File: config.mk
export PLATFORM = sky130hd
export DESIGN_NAME = unary_root_stream
export DESIGN_NICKNAME = d
export VERILOG_FILES = /design/src/rtl/unary_root_stream.sv
export SDC_FILE = /design/constraint.sdc
export NUM_CORES = 1
export LEC_CHECK = 0
export ABC_AREA = 1
export ABC_CLOCK_PERIOD_IN_PS = 5520
export CAP_MARGIN = 0
export CORE_MARGIN = 2
export CORE_UTILIZATION = 55
export CTS_CLUSTER_DIAMETER = 80
export DETAILED_ROUTE_END_ITERATION = 10
export PLACE_DENSITY_LB_ADDON = 0.15
export SLEW_MARGIN = 25
export SYNTH_ARGS = -nofsm -noshare
export SYNTH_HDL_FRONTEND = slang
export SYNTH_SLANG_ARGS = --single-unit
File: constraint.sdc
create_clock -name clk -period 5.52 [get_ports clk]
set_clock_uncertainty 0.05 [all_clocks]
set_input_delay 1.104 -clock clk [delete_from_list [all_inputs] [get_ports clk]]
set_output_delay 1.104 -clock clk [all_outputs]
set_load 0.01 [all_outputs]
File: src/rtl/unary_root_stream.sv
// Unary R-th root (R = 2 or 3): one N-bit unary frame in, one N-bit unary frame out with exactly T ones.
// Latency: output bits are emitted as soon as the lo/hi root trackers bound them; the frame ends on the Nth output handshake.
// Backpressure: y/out_valid hold while out_ready is low; the input side keeps accepting until N bits are taken.
module unary_root_stream #(
  parameter int STREAM_LEN  = 32,
  parameter int ROOT_ORDER  = 2,
  parameter int COUNT_WIDTH = $clog2(STREAM_LEN + 1),
  parameter int PROD_WIDTH  = ROOT_ORDER * COUNT_WIDTH + 1
) (
  input  logic                   clk,
  input  logic                   reset,
  input  logic                   start,
  input  logic                   in_valid,
  output logic                   in_ready,
  input  logic                   a,
  output logic                   out_valid,
  input  logic                   out_ready,
  output logic                   y,
  output logic                   busy,
  output logic                   done,
  output logic [COUNT_WIDTH-1:0] root_count
);

  // Only square and cube roots are supported; anything else stops elaboration.
  if ((ROOT_ORDER != 2) && (ROOT_ORDER != 3)) begin : g_bad_root_order
    $error("unary_root_stream: ROOT_ORDER must be 2 or 3");
  end
  if (STREAM_LEN < 2) begin : g_bad_stream_len
    $error("unary_root_stream: STREAM_LEN must be >= 2");
  end

  typedef enum logic [1:0] {
    S_IDLE = 2'd0,
    S_RUN  = 2'd1,
    S_DONE = 2'd2
  } state_t;

  // K is compared against t^R in the scaled domain K * N^(R-1).
  localparam logic [PROD_WIDTH-1:0]  SCALE = (ROOT_ORDER == 3) ?
                                             PROD_WIDTH'(STREAM_LEN * STREAM_LEN) :
                                             PROD_WIDTH'(STREAM_LEN);
  localparam logic [COUNT_WIDTH-1:0] N_C   = COUNT_WIDTH'(STREAM_LEN);

  // x^R at full product width; operands never exceed N+1 so nothing overflows.
  function automatic logic [PROD_WIDTH-1:0] pow_r(input logic [PROD_WIDTH-1:0] x);
    logic [PROD_WIDTH-1:0] sq;
    sq = x * x;
    if (ROOT_ORDER == 3) return sq * x;
    else return sq;
  endfunction

  state_t                 r_state;
  logic [COUNT_WIDTH-1:0] r_k_ones;
  logic [COUNT_WIDTH-1:0] r_in_cnt;
  logic [COUNT_WIDTH-1:0] r_y_ones;
  logic [COUNT_WIDTH-1:0] r_y_cnt;
  logic [COUNT_WIDTH-1:0] r_lo_root;
  logic [COUNT_WIDTH-1:0] r_hi_root;
  logic                   r_y;
  logic                   r_out_valid;
  logic                   r_done;
  logic [COUNT_WIDTH-1:0] r_root_count;

  logic [COUNT_WIDTH-1:0] w_k_hi;
  logic                   w_lo_step;
  logic                   w_hi_step;
  logic                   w_slot_free;
  logic [COUNT_WIDTH-1:0] w_y_zeros;
  logic                   w_can_emit;
  logic                   w_emit_one;
  logic                   w_emit_zero;
  logic                   w_last_hs;
  logic                   w_in_fire;

  // Upper bound on the final K: every bit still to come could be a one.
  assign w_k_hi      = r_k_ones + (N_C - r_in_cnt);

  // Trackers move at most one step per cycle toward T, using the registered K bounds.
  assign w_lo_step   = (r_lo_root < N_C) &&
                       (pow_r(PROD_WIDTH'(r_lo_root) + PROD_WIDTH'(1)) <= (PROD_WIDTH'(r_k_ones) * SCALE));
  assign w_hi_step   = (r_hi_root != '0) &&
                       (pow_r(PROD_WIDTH'(r_hi_root)) > (PROD_WIDTH'(w_k_hi) * SCALE));

  // A one is safe while ones < lo_root; a zero is safe while zeros < N - hi_root.
  assign w_slot_free = !r_out_valid || out_ready;
  assign w_y_zeros   = r_y_cnt - r_y_ones;
  assign w_can_emit  = w_slot_free && (r_y_cnt < N_C);
  assign w_emit_one  = w_can_emit && (r_y_ones < r_lo_root);
  assign w_emit_zero = w_can_emit && !w_emit_one && (w_y_zeros < (N_C - r_hi_root));

  // The Nth bit was counted at emission, so its handshake closes the frame.
  assign w_last_hs   = r_out_valid && out_ready && (r_y_cnt == N_C);
  assign w_in_fire   = in_valid && in_ready;

  assign in_ready    = (r_state == S_RUN) && (r_in_cnt < N_C);
  assign busy        = (r_state == S_RUN);
  assign out_valid   = r_out_valid;
  assign y           = r_y;
  assign done        = r_done;
  assign root_count  = r_root_count;

  // Frame FSM with input counting, root trackers and the registered output slot.
  always_ff @(posedge clk or negedge reset) begin
    if (!reset) begin
      r_state      <= S_IDLE;
      r_k_ones     <= '0;
      r_in_cnt     <= '0;
      r_y_ones     <= '0;
      r_y_cnt      <= '0;
      r_lo_root    <= '0;
      r_hi_root    <= '0;
      r_y          <= 1'b0;
      r_out_valid  <= 1'b0;
      r_done       <= 1'b0;
      r_root_count <= '0;
    end else begin
      r_done <= 1'b0;
      case (r_state)
        S_IDLE: begin
          if (start) begin
            r_state   <= S_RUN;
            r_k_ones  <= '0;
            r_in_cnt  <= '0;
            r_y_ones  <= '0;
            r_y_cnt   <= '0;
            r_lo_root <= '0;
            r_hi_root <= N_C;
          end
        end

        S_RUN: begin
          if (w_in_fire) begin
            r_k_ones <= r_k_ones + COUNT_WIDTH'(a);
            r_in_cnt <= r_in_cnt + COUNT_WIDTH'(1);
          end
          if (w_lo_step) r_lo_root <= r_lo_root + COUNT_WIDTH'(1);
          if (w_hi_step) r_hi_root <= r_hi_root - COUNT_WIDTH'(1);

          if (w_last_hs) begin
            r_state      <= S_DONE;
            r_out_valid  <= 1'b0;
            r_y          <= 1'b0;
            r_root_count <= r_y_ones;
            r_done       <= 1'b1;
          end else if (w_emit_one) begin
            r_y         <= 1'b1;
            r_out_valid <= 1'b1;
            r_y_ones    <= r_y_ones + COUNT_WIDTH'(1);
            r_y_cnt     <= r_y_cnt + COUNT_WIDTH'(1);
          end else if (w_emit_zero) begin
            r_y         <= 1'b0;
            r_out_valid <= 1'b1;
            r_y_cnt     <= r_y_cnt + COUNT_WIDTH'(1);
          end else if (w_slot_free) begin
            r_out_valid <= 1'b0;
          end
        end

        S_DONE: begin
          r_state <= S_IDLE;
        end

        default: begin
          r_state <= S_IDLE;
        end
      endcase
    end
  end

endmodule

==> results of run 1 <==
## flip-flops by register name, indices dropped and copies added, names as in the netlist
name,count
r_hi_root,6
r_in_cnt,6
r_y_ones,6
r_lo_root,6
y,1
r_state,2
r_k_ones,6
root_count,6
done,1
r_y_cnt,6
out_valid,1
## logic make-up (layout without fill, tap and decap cells)
logic type                 Yosys count  count (layout)  share of synthesized area
and+or+nand+nor                    308             308                      0.261
buffers and inverters              150             196                      0.107
adders and majority gates          104             104                      0.274
AOI/OAI and AO/OA                   81              81                     0.0835
DFF                                 47              47                      0.220
xor gates and xnor gates            33              33                     0.0540
other                                1               3                   0.000701
## metrics by stage
stage          instance area [sq um]   util  TNS, ps
2_1_floorplan                   5400      -        0
3_3_place_gp                    5880  0.630        0
3_5_place_dp                    5880  0.630    -1100
4_1_cts                         6040  0.648        0
5_1_grt                         6090  0.653    -2030
6_report                        6090  0.653    -89.9
## how the worst max path moves through the flow
stage / endpoint / cells past startpoint / slack [ps] / start
after CTS: r_lo_root[1]$_DFFE_PN0P_ / 34 / 2 / r_lo_root[1]$_DFFE_PN0P_
after detailed placement: r_lo_root[0]$_DFFE_PN0P_ / 34 / -190 / r_lo_root[0]$_DFFE_PN0P_
after global routing: r_lo_root[2]$_DFFE_PN0P_ / 34 / -350 / r_lo_root[0]$_DFFE_PN0P_
after floorplan: r_lo_root[0]$_DFFE_PN0P_ / 35 / 10 / r_lo_root[0]$_DFFE_PN0P_
after global placement: r_lo_root[5]$_DFFE_PN0P_ / 32 / 20 / r_lo_root[0]$_DFFE_PN0P_
final: r_lo_root[2]$_DFFE_PN0P_ / 34 / -20 / r_lo_root[1]$_DFFE_PN0P_
## cells in the mapped netlist, types with 5 or more instances
| library cell | instances |
|---|---|
| inv_1 | 137 |
| nand3_1 | 47 |
| xnor2_1 | 12 |
| ha_1 | 82 |
| fa_1 | 22 |
| xor2_1 | 21 |
| a21oi_1 | 38 |
| nand2_2 | 7 |
| clkbuf_1 | 6 |
| nand4_1 | 5 |
| dfrtp_1 | 47 |
| nand2_1 | 159 |
| nor2_4 | 5 |
| nor3_1 | 16 |
| nor2_1 | 53 |
| o21ai_0 | 27 |
## timing repair
action | 4_1_cts | 5_1_grt
hold endpoints to repair | 0 | 0
endpoints found under the setup margin | 6 | 6
buffers inserted | 4 | 0
pin swaps | 13 | 20
gates resized for setup | 13 | 15
hold buffers | 0 | 0
## final cells by class
class / count / area (sq um)
well taps: 129 / 161
multi-input cells: 529 / 3720
clock buffers: 5 / 68.8
flip-flops and latches: 47 / 1180
clock inverters: 3 / 27.5
inverters: 140 / 528
fillers: 825 / 3240
repair buffers: 48 / 398
## routing by layer
layer,wire (microns),vias up,track usage
met3,332,17,0.0319
met5,0,-,0
met4,150,0,0.0544
met1,5510,2115,0.312
met2,5400,77,0.412
li1,-,2372,-
## cells in the final DEF (no fill, tap or decap), drive strengths merged
cell type	synthesis	layout
nor3	16	16
nor4	2	2
nand3	51	51
nand2	169	169
dfrtp	47	47
o21bai	2	2
a21boi	1	1
nor2	62	62
a31oi	1	1
and3	2	2
clkinvlp	0	1
xor2	21	21
a21o	1	1
xnor2	12	12
clkbuf	6	5
a31o	2	2
conb	1	3
fa	22	22
or2	1	1
inv	140	142
o311ai	1	1
buf	4	33
nand4	5	5
o21ai	30	30
a21oi	39	39
a2bb2oi	1	1
ha	82	82
o21a	3	3
clkdlybuf4s50	0	15
## power breakdown
group          total (mW)  internal (mW)  switching, mW
Combinational        2.40          0.981           1.42
Sequential          0.606          0.461          0.146
Clock               0.226         0.0941          0.132
## critical path, delay by kind of cell, from the launching register on
family	cells	cell delay (ps)
xor gates and xnor gates	2	270
buffers and inverters	6	280
AOI/OAI and AO/OA	2	350
and+or+nand+nor	18	1710
DFF	1	420
adders and majority gates	6	2410
==> key figures, run 1 <==
Setup path
  – Slowest-stage cell, CP: fa_1
  – CP peak stage delay: 540 ps
  – Startpoint types: register
  – R2R cell count: 34
  – WP data required: 5710 ps
  – Setup slack, reg-to-reg: -20 ps
  – Crit-path max FO: 7
  – Critical Path End Type: register
  – Critical path type: reg2reg
  – R2R Path Start: r_lo_root[1]$_DFFE_PN0P_
  – Crit path DAT: 5730 ps
  – R2R Path End: r_lo_root[2]$_DFFE_PN0P_

CTS
  – Root Buffer: clkbuf_8
  – TritonCTS Sinks: 47
  – Max clock buf depth: 2
  – H-tree levels: 2
  – Clock slew at reported path FFs: 90 ps
  – TritonCTS clock tree: done
  – CTS Buf Count: 5
  – Clock latency on the worst-skew pair: 310 ps

Worst hold path
  – Hold-critical path depth: 2
  – Hold endpoint: root_count[5]$_DFFE_PN0P_
  – Min-Delay Path Class: reg2reg
  – HP Start: root_count[5]$_DFFE_PN0P_

Drt
  – Drt total wl: 11.4 mm
  – # DRC: 0
  – Routed len/inst: 12.6 microns
  – Vias per cell: 5.08
  – Final ANT Viol Nets: 0
  – DRT iter0 DRCs: 99
  – Via count: 4,581
  – DR pass1 iterations: 4

Placement
  – I/O Buffers: 16
  – DP Worst Slack: -192 ps
  – HPWL after DPL: 9.06 mm
  – Placer Congestion: 0.861
  – Placed cells: 889

Logic synthesis
  – Mean Syn Cell Area: 7.39 sq um
  – Post-synth EDFFs: 0
  – Yosys reg bits: 47
  – Synth unique cells: 42
  – Area leader, netlist: dfrtp_1
  – Top-area cell type share of the netlist area: 0.220
  – Ys flop type: dfrtp_1
  – Cells after Synth: 724
  – Yosys warning count: 0
  – Post-synth ARST share: 1.00
  – Post-synthesis sequential area ratio: 0.220
  – Synth area leaders: dfrtp_1 22%, ha_1 19%, nand2_1 11%
  – Mapped Area: 5350 sq um

Timing
  – Final period util: 1.00
  – Worst-margin pin slew: 690 ps
  – RSZ-0062 raised after global routing: yes
  – Final Hold Fails: 0
  – Setup violations, final: 6
  – Final hold slack: 452 ps
  – Slew Limit Fails: 0
  – Achievable Freq: 181 MHz
  – Relative slew slack: 0.538
  – Tmin final: 5540 ps
  – Worst setup margin: -18.1 ps

Status
  – Status: complete, but fails checks
  – Failing checks: negative setup slack

Global route
  – GRT Residual Overflow: 0
  – Initial antenna violation count: 0
  – Total track usage: 0.236
  – First-pass GRT wire length: 20.1 mm
  – Largest net degree at the start of global routing: 48
  – Vias in the first global route: 4,656

Pwr
  – Static Leakage: 3.38 nW
  – P per Cell Area: 531 nW/um^2
  – Total power: 3.23 mW
  – Maximum vdd drop: 355 uV

Flow run
  – Max Cap Viol: 0

Floorplanning
  – Die W: 103 microns
  – Initial Utilization: 0.573
  – CORE AREA: 9330 sq um
  – Rows: 35
  – # IOs: 17
  – Area of the die: 10,500 sq um
  – Die Y: 103 microns

Final layout
  – Post-layout nets: 881
  – Diodes inserted: 0
  – Finished Layout Cells: 901
  – Area grow syn2layout: 13.8%
  – Layout cells sized above 1: 0.130
(Power assumes the default switching activity.)
==> run 2: changes to the inputs <==
--- a/config.mk
+++ b/config.mk
@@ -12,6 +12,7 @@
 export CORE_UTILIZATION = 55
 export CTS_CLUSTER_DIAMETER = 80
 export DETAILED_ROUTE_END_ITERATION = 10
+export MAX_ROUTING_LAYER = met4
 export PLACE_DENSITY_LB_ADDON = 0.15
 export SLEW_MARGIN = 25
 export SYNTH_ARGS = -nofsm -noshare
==> run 2 against run 1 <==
The run now ends clean. Highest routed layer unchanged. Sequential power hardly changed. Die area stayed put. Maximum frequency is 1.0% higher. Largest cell class unchanged. Hold slack better by 4.6 ps.
==> key figures, run 2 (synthesis results as in run 1) <==
Setup path
  – Crit-path max FO: 7
  – CP peak stage delay: 530 ps
  – Critical Path End Type: register
  – WP data required: 5720 ps
  – Critical path type: reg2reg
  – Startpoint types: register
  – Critical path's top delay family: adder cells
  – Slowest-stage cell, CP: fa_1
  – Crit path DAT: 5680 ps
  – Most frequent cell on the critical path: nand2_1
  – CP Buf/Inv Count: 10

CTS
  – Max clock buf depth: 2
  – H-tree levels: 2
  – TritonCTS clock tree: done
  – Root Buffer: clkbuf_8
  – TritonCTS Sinks: 47
  – Clock slew at reported path FFs: 100 ps
  – Clock latency on the worst-skew pair: 320 ps
  – CTS Buf Count: 5
  – CTS Hold Buffers Added: 0

Status
  – Status: finished, final reports clean

Global route
  – GRT Residual Overflow: 0
  – Total track usage: 0.251
  – First-pass GRT wire length: 20.6 mm
  – Vias in the first global route: 4,634
  – Largest net degree at the start of global routing: 48
  – Initial antenna violation count: 0

Final layout
  – Post-layout nets: 883
  – Diodes inserted: 0
  – Layout cells sized above 1: 0.132
  – Area grow syn2layout: 15.1%
  – Commonest non-fill, non-tap cell in the layout: nand2_1
  – Commonest non-fill, non-tap cells in the layout: 152 x nand2_1, 133 x inv_1, 76 x ha_1

Flow run
  – Max Cap Viol: 0

Drt
  – Drt total wl: 11.9 mm
  – Via count: 4,668
  – # DRC: 0
  – Routed len/inst: 13.2 microns
  – DR pass1 iterations: 4
  – Vias per cell: 5.17
  – DRT iter0 DRCs: 146
  – Final ANT Viol Nets: 0

Worst hold path
  – Min-Delay Path Class: reg2reg

Timing
  – Final period util: 0.993
  – Final Hold Fails: 0
  – Slew Limit Fails: 0
  – TNS Setup: 0 ps
  – Tmin final: 5480 ps
  – Final hold slack: 457 ps
  – Achievable Freq: 182 MHz
  – Relative slew slack: 0.579
  – Setup violations, final: 0
  – Worst-margin pin slew: 629 ps
  – RSZ-0062 raised after global routing: yes

Floorplanning
  – Die Y: 103 microns
  – Rows: 35
  – Initial Utilization: 0.573
  – # IOs: 17
  – Die W: 103 microns
  – CORE AREA: 9330 sq um
  – Area of the die: 10,500 sq um

Pwr
  – Maximum vdd drop: 336 uV
  – Static Leakage: 3.39 nW
  – P per Cell Area: 536 nW/um^2

Placement
  – HPWL after DPL: 9.32 mm
  – I/O Buffers: 16
  – Placer Congestion: 0.881
==> run 2: changes by cell type in the layout (fill, tap and decap cells not counted), moves of 2 or more <==
cell	previous run	this run
inv_1	131	133
ha_1	79	76
inv_2	8	6
buf_4	33	35
nand2_1	150	152
nand2_2	15	13
ha_4	2	5
==> run 2: stage by stage <==
step | std cells | worst slack [ps] | power, mW | area (sq um) | util
finish | 903 | 39.0 | 3.30 | 6160 | 0.660
global route | 903 | -238 | 3.74 | 6160 | 0.660
CTS | 902 | 1.27 | 3.29 | 6080 | 0.652
detailed placement | 889 | -174 | 2.98 | 5880 | 0.630
global placement | 889 | 21.8 | 2.87 | 5880 | 0.630
floorplan | 726 | 11.8 | 2.38 | 5400 | -
==> run 2: power breakdown <==
group          internal (mW)  switching [mW]
clock                  0.137           0.132
combinational          0.989            1.43
sequential             0.461           0.145
total                   1.59            1.71
==> run 2: path summary, 6_finish.rpt <==
check                                          start                   endpoint  slack (ps)  cells after the start
hold / removal             root_count[2]$_DFFE_PN0P_  root_count[2]$_DFFE_PN0P_         460                      2
hold reg to reg            root_count[2]$_DFFE_PN0P_  root_count[2]$_DFFE_PN0P_         460                      2
max in group asynchronous                      reset   r_lo_root[0]$_DFFE_PN0P_        4210                      1
setup reg to reg            r_lo_root[0]$_DFFE_PN0P_   r_lo_root[1]$_DFFE_PN0P_          40                     33
min in group asynchronous                      reset   r_hi_root[1]$_DFFE_PN0P_         750                      1
setup / recovery            r_lo_root[0]$_DFFE_PN0P_   r_lo_root[1]$_DFFE_PN0P_          40                     33
==> run 2: repair_timing <==
action | CTS | global route
setup buffers | 5 | 1
pin swaps | 19 | 12
gates resized for setup | 10 | 18
hold endpoints to repair | 0 | 0
endpoints found under the setup margin | 6 | 6
==> run 2: per-layer routing <==
layer | global-route usage | part of all wire
met2 | 0.418 | 0.48
met1 | 0.332 | 0.47
met3 | 0.0264 | 0.035
met5 | - | 0
met4 | 0.0595 | 0.015
==> run 2: cell type report <==
class | count | area [sq um]
multi-input cells | 529 | 3760
fillers | 845 | 3170
flip-flops and latches | 47 | 1180
inverters | 140 | 528
repair buffers | 50 | 413
well taps | 129 | 161
clock buffers | 5 | 68.8
clock inverters | 3 | 46.3
==> run 2: worst min-delay path, delay by kind of cell (launching register included) <==
| family | cells | cell delay (ps) |
|---|---|---|
| AOI/OAI and AO/OA | 1 | 60 |
| DFF | 1 | 360 |
| and+or+nand+nor | 1 | 50 |
